**config.mk**
```make
export PLATFORM = sky130hd
export DESIGN_NAME = ir_align_queue
export DESIGN_NICKNAME = d
export VERILOG_FILES = /design/src/rtl/ir_align_queue.sv
export SDC_FILE = /design/constraint.sdc
export NUM_CORES = 2
export LEC_CHECK = 0
export ABC_AREA = 1
export CELL_PAD_IN_SITES_DETAIL_PLACEMENT = 1
export CELL_PAD_IN_SITES_GLOBAL_PLACEMENT = 2
export CORE_UTILIZATION = 30
export DETAILED_ROUTE_END_ITERATION = 7
export GPL_TIMING_DRIVEN = 0
export HOLD_SLACK_MARGIN = 0.15
export PLACE_DENSITY_LB_ADDON = 0.1
export SLEW_MARGIN = 5
export SYNTH_ARGS = -nofsm -noshare
export SYNTH_HDL_FRONTEND = slang
export SYNTH_SLANG_ARGS = --single-unit
```
**constraint.sdc**
```tcl
create_clock -name clk -period 11 [get_ports clk]
set_input_delay 1.65 -clock clk [delete_from_list [all_inputs] [get_ports clk]]
set_output_delay 1.65 -clock clk [all_outputs]
set_load 0.02 [all_outputs]
```
**src/rtl/ir_align_queue.sv**
```systemverilog
// ir_align_queue: 32-byte instruction byte queue feeding decode.
// Accepts 16-byte fetch lines (with a leading-byte offset), presents a
// 16-byte byte-aligned window with the current instruction in the top
// byte, and retires a variable number of bytes per decoded instruction.
// Queue byte k lives at buf_r[255-8k -: 8], so byte 0 is the MSB byte.

module ir_align_queue (
    input  logic         clk,
    input  logic         reset,
    input  logic         fill_valid,
    input  logic [127:0] fill_line,
    input  logic [3:0]   fill_offset,
    output logic         fill_ready,
    input  logic         flush,
    input  logic [31:0]  flush_eip,
    output logic [127:0] ir,
    output logic         ir_valid,
    output logic [31:0]  ir_eip,
    input  logic         dec_accept,
    input  logic [3:0]   dec_len
);

    logic [255:0] buf_r;
    logic [5:0]   count_r;
    logic [31:0]  eip_r;

    logic         consume_s;
    logic [5:0]   len_s;
    logic         fill_s;
    logic [5:0]   n_s;
    logic [5:0]   base_s;
    logic [255:0] shifted_s;
    logic [255:0] line_ext_s;
    logic [255:0] keep_mask_s;
    logic [255:0] buf_next_s;
    logic [5:0]   count_next_s;
    logic [31:0]  eip_next_s;

    // Outputs are straight slices/compares of registered state; no path from dec_accept.
    assign ir         = buf_r[255:128];
    assign ir_valid   = (count_r >= 6'd16);
    assign fill_ready = (count_r <= 6'd16);
    assign ir_eip     = eip_r;

    // Next-state: shift out consumed bytes, then append the fill behind the survivors.
    always_comb begin
        consume_s = ir_valid & dec_accept;
        if (consume_s) begin
            len_s = {2'b00, dec_len};
        end else begin
            len_s = 6'd0;
        end
        fill_s = fill_valid & fill_ready & ~flush;
        n_s    = 6'd16 - {2'b00, fill_offset};
        // Write position is measured after the consume shift.
        base_s    = count_r - len_s;
        shifted_s = buf_r << {len_s, 3'b000};
        // Drop the bytes below fill_offset, then slide the line down to base_s.
        line_ext_s  = {fill_line << {fill_offset, 3'b000}, 128'd0} >> {base_s, 3'b000};
        // Keep only the surviving bytes 0..base_s-1; everything above is overwritten.
        keep_mask_s = ~({256{1'b1}} >> {base_s, 3'b000});

        if (flush) begin
            buf_next_s   = buf_r;
            count_next_s = 6'd0;
            eip_next_s   = flush_eip;
        end else if (fill_s) begin
            buf_next_s   = (shifted_s & keep_mask_s) | line_ext_s;
            count_next_s = base_s + n_s;
            eip_next_s   = eip_r + {26'd0, len_s};
        end else begin
            buf_next_s   = shifted_s;
            count_next_s = base_s;
            eip_next_s   = eip_r + {26'd0, len_s};
        end
    end

    // State registers with asynchronous clear.
    always_ff @(posedge clk or posedge reset) begin
        if (reset) begin
            buf_r   <= 256'd0;
            count_r <= 6'd0;
            eip_r   <= 32'd0;
        end else begin
            buf_r   <= buf_next_s;
            count_r <= count_next_s;
            eip_r   <= eip_next_s;
        end
    end

endmodule

```
==> metrics, run 1 <==
cts bufs inserted=38; io pins=335; Stopped at=global routing (5_1_grt); hold_buf cts=0; Synthesis Warnings=0; PostCTS Resize Cnt=0; Post-synth top flop=dfrtp_1; CTS max path bufs=3; Post-Synthesis Cells=6942; number of global-route vias before repair=66800; die width=between 300 and 400 um; sequential area share after synthesis=0.192; synthesized area per cell=approximately 5.5 um^2; DP Worst Slack=1.44 ns; EDFF count, synth=0; first-pass GRT wire length=643 mm; total grt overflow=415; clk root buf=clkbuf_16; H-tree depth=2; Setup Fix Bufs, Post-CTS=0; port buffer count=332; Synth Register Bits=294; Initial Util=0.304; Cell variety after synth=57; FFs w/ async S/R, synth=1.00; Total GRT Usage=0.709; post-synth top area share=0.234; Yosys top cell by area=nand2_1; error message=[ERROR GRT-0116] Global routing finished with congestion. Check the congestion regions in the DRC Viewer.; CTS Sinks=slightly below 300; Placer Congestion=between 1 and 1.5; outcome=did not finish; cell area after synthesis=0.0384 mm^2; DP HPWL=337 mm; largest net degree at the start of global routing=96; Die Y=360 um; Post-Syn Nets=7134; row cnt=130; ranking of synthesized cells by area=nand2_1 23%, dfrtp_1 19%, nand3_1 17%
==> per-stage QoR <==
stage          instance area [um^2]  hold WS, ns  cells  TNS (ns)  utilization
2_1_floorplan                 38400        0.454   6942         0            -
3_3_place_gp                  43800        0.477   8924  -1132.95        0.347
3_5_place_dp                  43900        0.486   8931         0        0.348
4_1_cts                       45200        0.499   8999         0        0.358
==> kinds of logic after synthesis <==
group           Yosys count  share of synthesized area
simple gates           4196                      0.465
compound gates         1351                      0.196
buf+inv                1012                      0.123
flops                   294                      0.192
mux                      43                     0.0112
xor+xnor                 27                    0.00636
fa+ha+maj                19                    0.00678
==> metal layers <==
layer	track usage	overflow
met5	0.252	0
met1	0.761	2
met3	0.533	12
met2	0.864	208
met4	0.625	193
==> synth_stat cells (all sizes together) (10+ instances only) <==
library cell     n
nand4           40
inv            338
a31oi           71
or2             60
a21oi          199
clkbuf         206
o22ai           29
nand3         1332
o211ai         155
o21ai          825
xnor2           10
mux2i           43
nor2           330
xor2            17
buf            463
ha              16
nand2         2393
nor3            27
a22oi           37
dfrtp          294
==> run 2, diff against run 1 <==
==> config.mk (replaced) <==
export PLATFORM = sky130hd
export DESIGN_NAME = ir_align_queue
export DESIGN_NICKNAME = d
export VERILOG_FILES = /design/src/rtl/ir_align_queue.sv
export SDC_FILE = /design/constraint.sdc
export NUM_CORES = 2
export LEC_CHECK = 0
export ABC_AREA = 1
export CORE_UTILIZATION = 20
export DETAILED_ROUTE_END_ITERATION = 7
export GPL_TIMING_DRIVEN = 0
export PLACE_DENSITY_LB_ADDON = 0.15
export SLEW_MARGIN = 5
export SYNTH_ARGS = -nofsm -noshare
export SYNTH_HDL_FRONTEND = slang
export SYNTH_SLANG_ARGS = --single-unit
==> run 2 against run 1 <==
The flow now finishes, with violations (design-rule violations, max-capacitance violations, max-slew violations). Area after synthesis is the same. Synthesized cell count is the same.
==> metrics, run 2 <==
Slew headroom=-0.159; clock share of power=0.078; CTS Sinks=roughly 290; post-route minimum period=roughly 11 ns; CP Class=input port to register; core area=0.190 mm^2; CTS max path bufs=3; sequential share of power=0.102; clock-pin slew on the worst setup and hold paths=0.06 ns; GR Util met1=0.594; post-synth top area share=0.234; cts bufs inserted=46; Comb pwr share=0.820; failing checks=design-rule violations, max-capacitance violations, max-slew violations; DRC=1; part of the cycle the worst path needs=0.956; hold_buf cts=0; Largest register FFs=around 260; port buffer count=332; Worst Path Arrival=~11 ns; Placer Congestion=1.12; initial antenna violation count=123; sequential area share after synthesis=0.192; final wirelength=529 mm; Cell variety after synth=57; hold crit path type=register to register; H-tree depth=2; Synth Register Bits=294; DP HPWL=around 420 mm; Reg with most FFs=buf_r; Synthesis Warnings=0; Yosys top cell by area=nand2_1; clk_skew=0.0589 ns; outcome=finished, violations left; crit end category=register; CP required=approximately 12 ns; first-pass GRT wire length=656 mm; io pins=between 300 and 400; largest net degree at the start of global routing=99; met3 usage=0.239; cell area after synthesis=~0.038 mm^2; Vias=63500; share of cells above drive strength 1=0.0840; FFs w/ async S/R, synth=1.00; max-cap violations=17; crit start category=input port; actual slew at the worst max-slew pin=1.72 ns; PostCTS Resize Cnt=0; Antenna Nets Post-Route=0; Area Overhead vs Synth=22.9%; final setup vio count=0; M2 GR Usage=0.747; setup repair after global routing missed its margin=false; synthesized area per cell=5.53 um^2; f_max=95.1 MHz; Initial Util=0.202; most frequent cells in the layout=2386 x nand2_1, 1331 x nand3_1, 602 x o21ai_0; worst hold slack=0.501 ns; Die Y=roughly 440 um; busiest grt layer=met2; CP Max Fanout=11; Setup Fix Bufs, Post-CTS=0; count leader, synth=nand2_1; Post-Syn Nets=7134; Pwr Density=482 mW/mm^2; leakage power=21.5 nW; drt initial violations=about 10000; total grt overflow=0; Layout Nets=7534; most common cell after layout, fill and taps aside=nand2_1; row cnt=160; ranking of synthesized cells by area=nand2_1 23%, dfrtp_1 19%, nand3_1 17%; 1st-pass router iterations=8; die area=0.194 mm^2; Total GRT Usage=0.530; Avg WL per Cell=53.0 um; top post-synthesis cells by count=2389 x nand2_1, 1331 x nand3_1, 615 x o21ai_0, 323 x inv_1, 314 x nor2_1; Pint=approximately 6.3 mW; setup TNS=0 ns; peak supply drop=approximately 330 uV; Post-Synthesis Cells=between 6000 and 7000; CTS tree=yes; Fin. Hold Viols=0; max-slew violations=~150; EDFF count, synth=0; switch share=0.725; die width=440 um; Sw Pwr=16.5 mW; clk root buf=clkbuf_16; vias per std cell=between 6 and 7; Post-synth top flop=dfrtp_1; number of global-route vias before repair=57200; clock latency on the worst-skew pair=around 0.73 ns
## run 2: worst max-delay path: stages
cell and delay, ns:
clkdlybuf4s50_1 0.52, inv_1 0.09, nor3_4 0.33, buf_2 0.68
buf_2 0.42, buf_2 0.80, ha_1 0.28, inv_1 0.07
fa_1 0.51, buf_2 0.29, nor2_1 0.19, inv_1 0.31
nor2_1 1.18, clkinv_1 1.36, nor2_2 1.19, nand2_1 0.22
a21oi_2 0.74, o21a_1 0.20
## run 2: final timing paths
path,from,to,slack (ns),depth (start not counted)
max in group asynchronous,reset,count_r[1]$_DFF_PP0_,8.17,4
min reg2reg,buf_r[112]$_DFFE_PP0N_,buf_r[112]$_DFFE_PP0N_,0.50,2
max,dec_len[0],buf_r[188]$_DFFE_PP0N_,0.49,18
min in group asynchronous,reset,ir_eip[7]$_DFF_PP0_,1.36,2
min,buf_r[112]$_DFFE_PP0N_,buf_r[112]$_DFFE_PP0N_,0.50,2
max reg2reg,count_r[5]$_DFF_PP0_,buf_r[188]$_DFFE_PP0N_,1.34,16
## run 2: cells by family (layout without fill, tap and decap cells)
kind of cell / Yosys count / in the layout / share of synthesized area
flops: 294 / 294 / 0.192
other cells: 0 / 96 / 0
buf+inv: 1012 / 1448 / 0.123
compound gates: 1351 / 1351 / 0.196
simple gates: 4196 / 4196 / 0.465
mux: 43 / 43 / 0.0112
fa+ha+maj: 19 / 19 / 0.00678
xor+xnor: 27 / 27 / 0.00636
## run 2: cell type report
| type | count | area, um^2 |
|---|---|---|
| clock buffer | 58 | 1260 |
| timing repair buffer | 352 | 3600 |
| buffer | 669 | 3530 |
| multi-input combinational | 5636 | 26300 |
| tap | 2511 | 3140 |
| sequential | 294 | 7360 |
| inverter | 343 | 1290 |
| antenna | 96 | 240 |
| fill | 22500 | 143000 |
| clock inverter | 26 | 390 |
## run 2: power by group through the flow
stage | clock (mW) | combinational, mW | sequential [mW]
final | 1.76 | 18.6 | 2.32
after global routing | 1.78 | 18.2 | 2.30
after CTS | 1.75 | 17.0 | 2.26
after detailed placement | 0 | 17.0 | 2.28
after global placement | 0 | 17.0 | 2.29
after floorplan | 0 | 7.59 | 1.83
## run 2: per-stage QoR
stage,instances,cell area [um^2],power [mW],setup slack [ns],utilization
floorplan,6942,38400,9.42,1.23,-
global placement,9785,44800,19.3,-5.16,0.235
detailed placement,9803,45200,19.3,0.0523,0.237
CTS,9887,46900,21.1,0.744,0.246
global route,9893,46900,22.3,0.933,0.246
finish,9985,47100,22.7,0.489,0.248
## run 2: per-layer routing
layer,wire length (um),vias to the layer above
met4,57200,56
met1,194000,31500
met5,390,-
li1,-,24200
met3,65700,1952
met2,211000,5865
(Power assumes the default switching activity.)
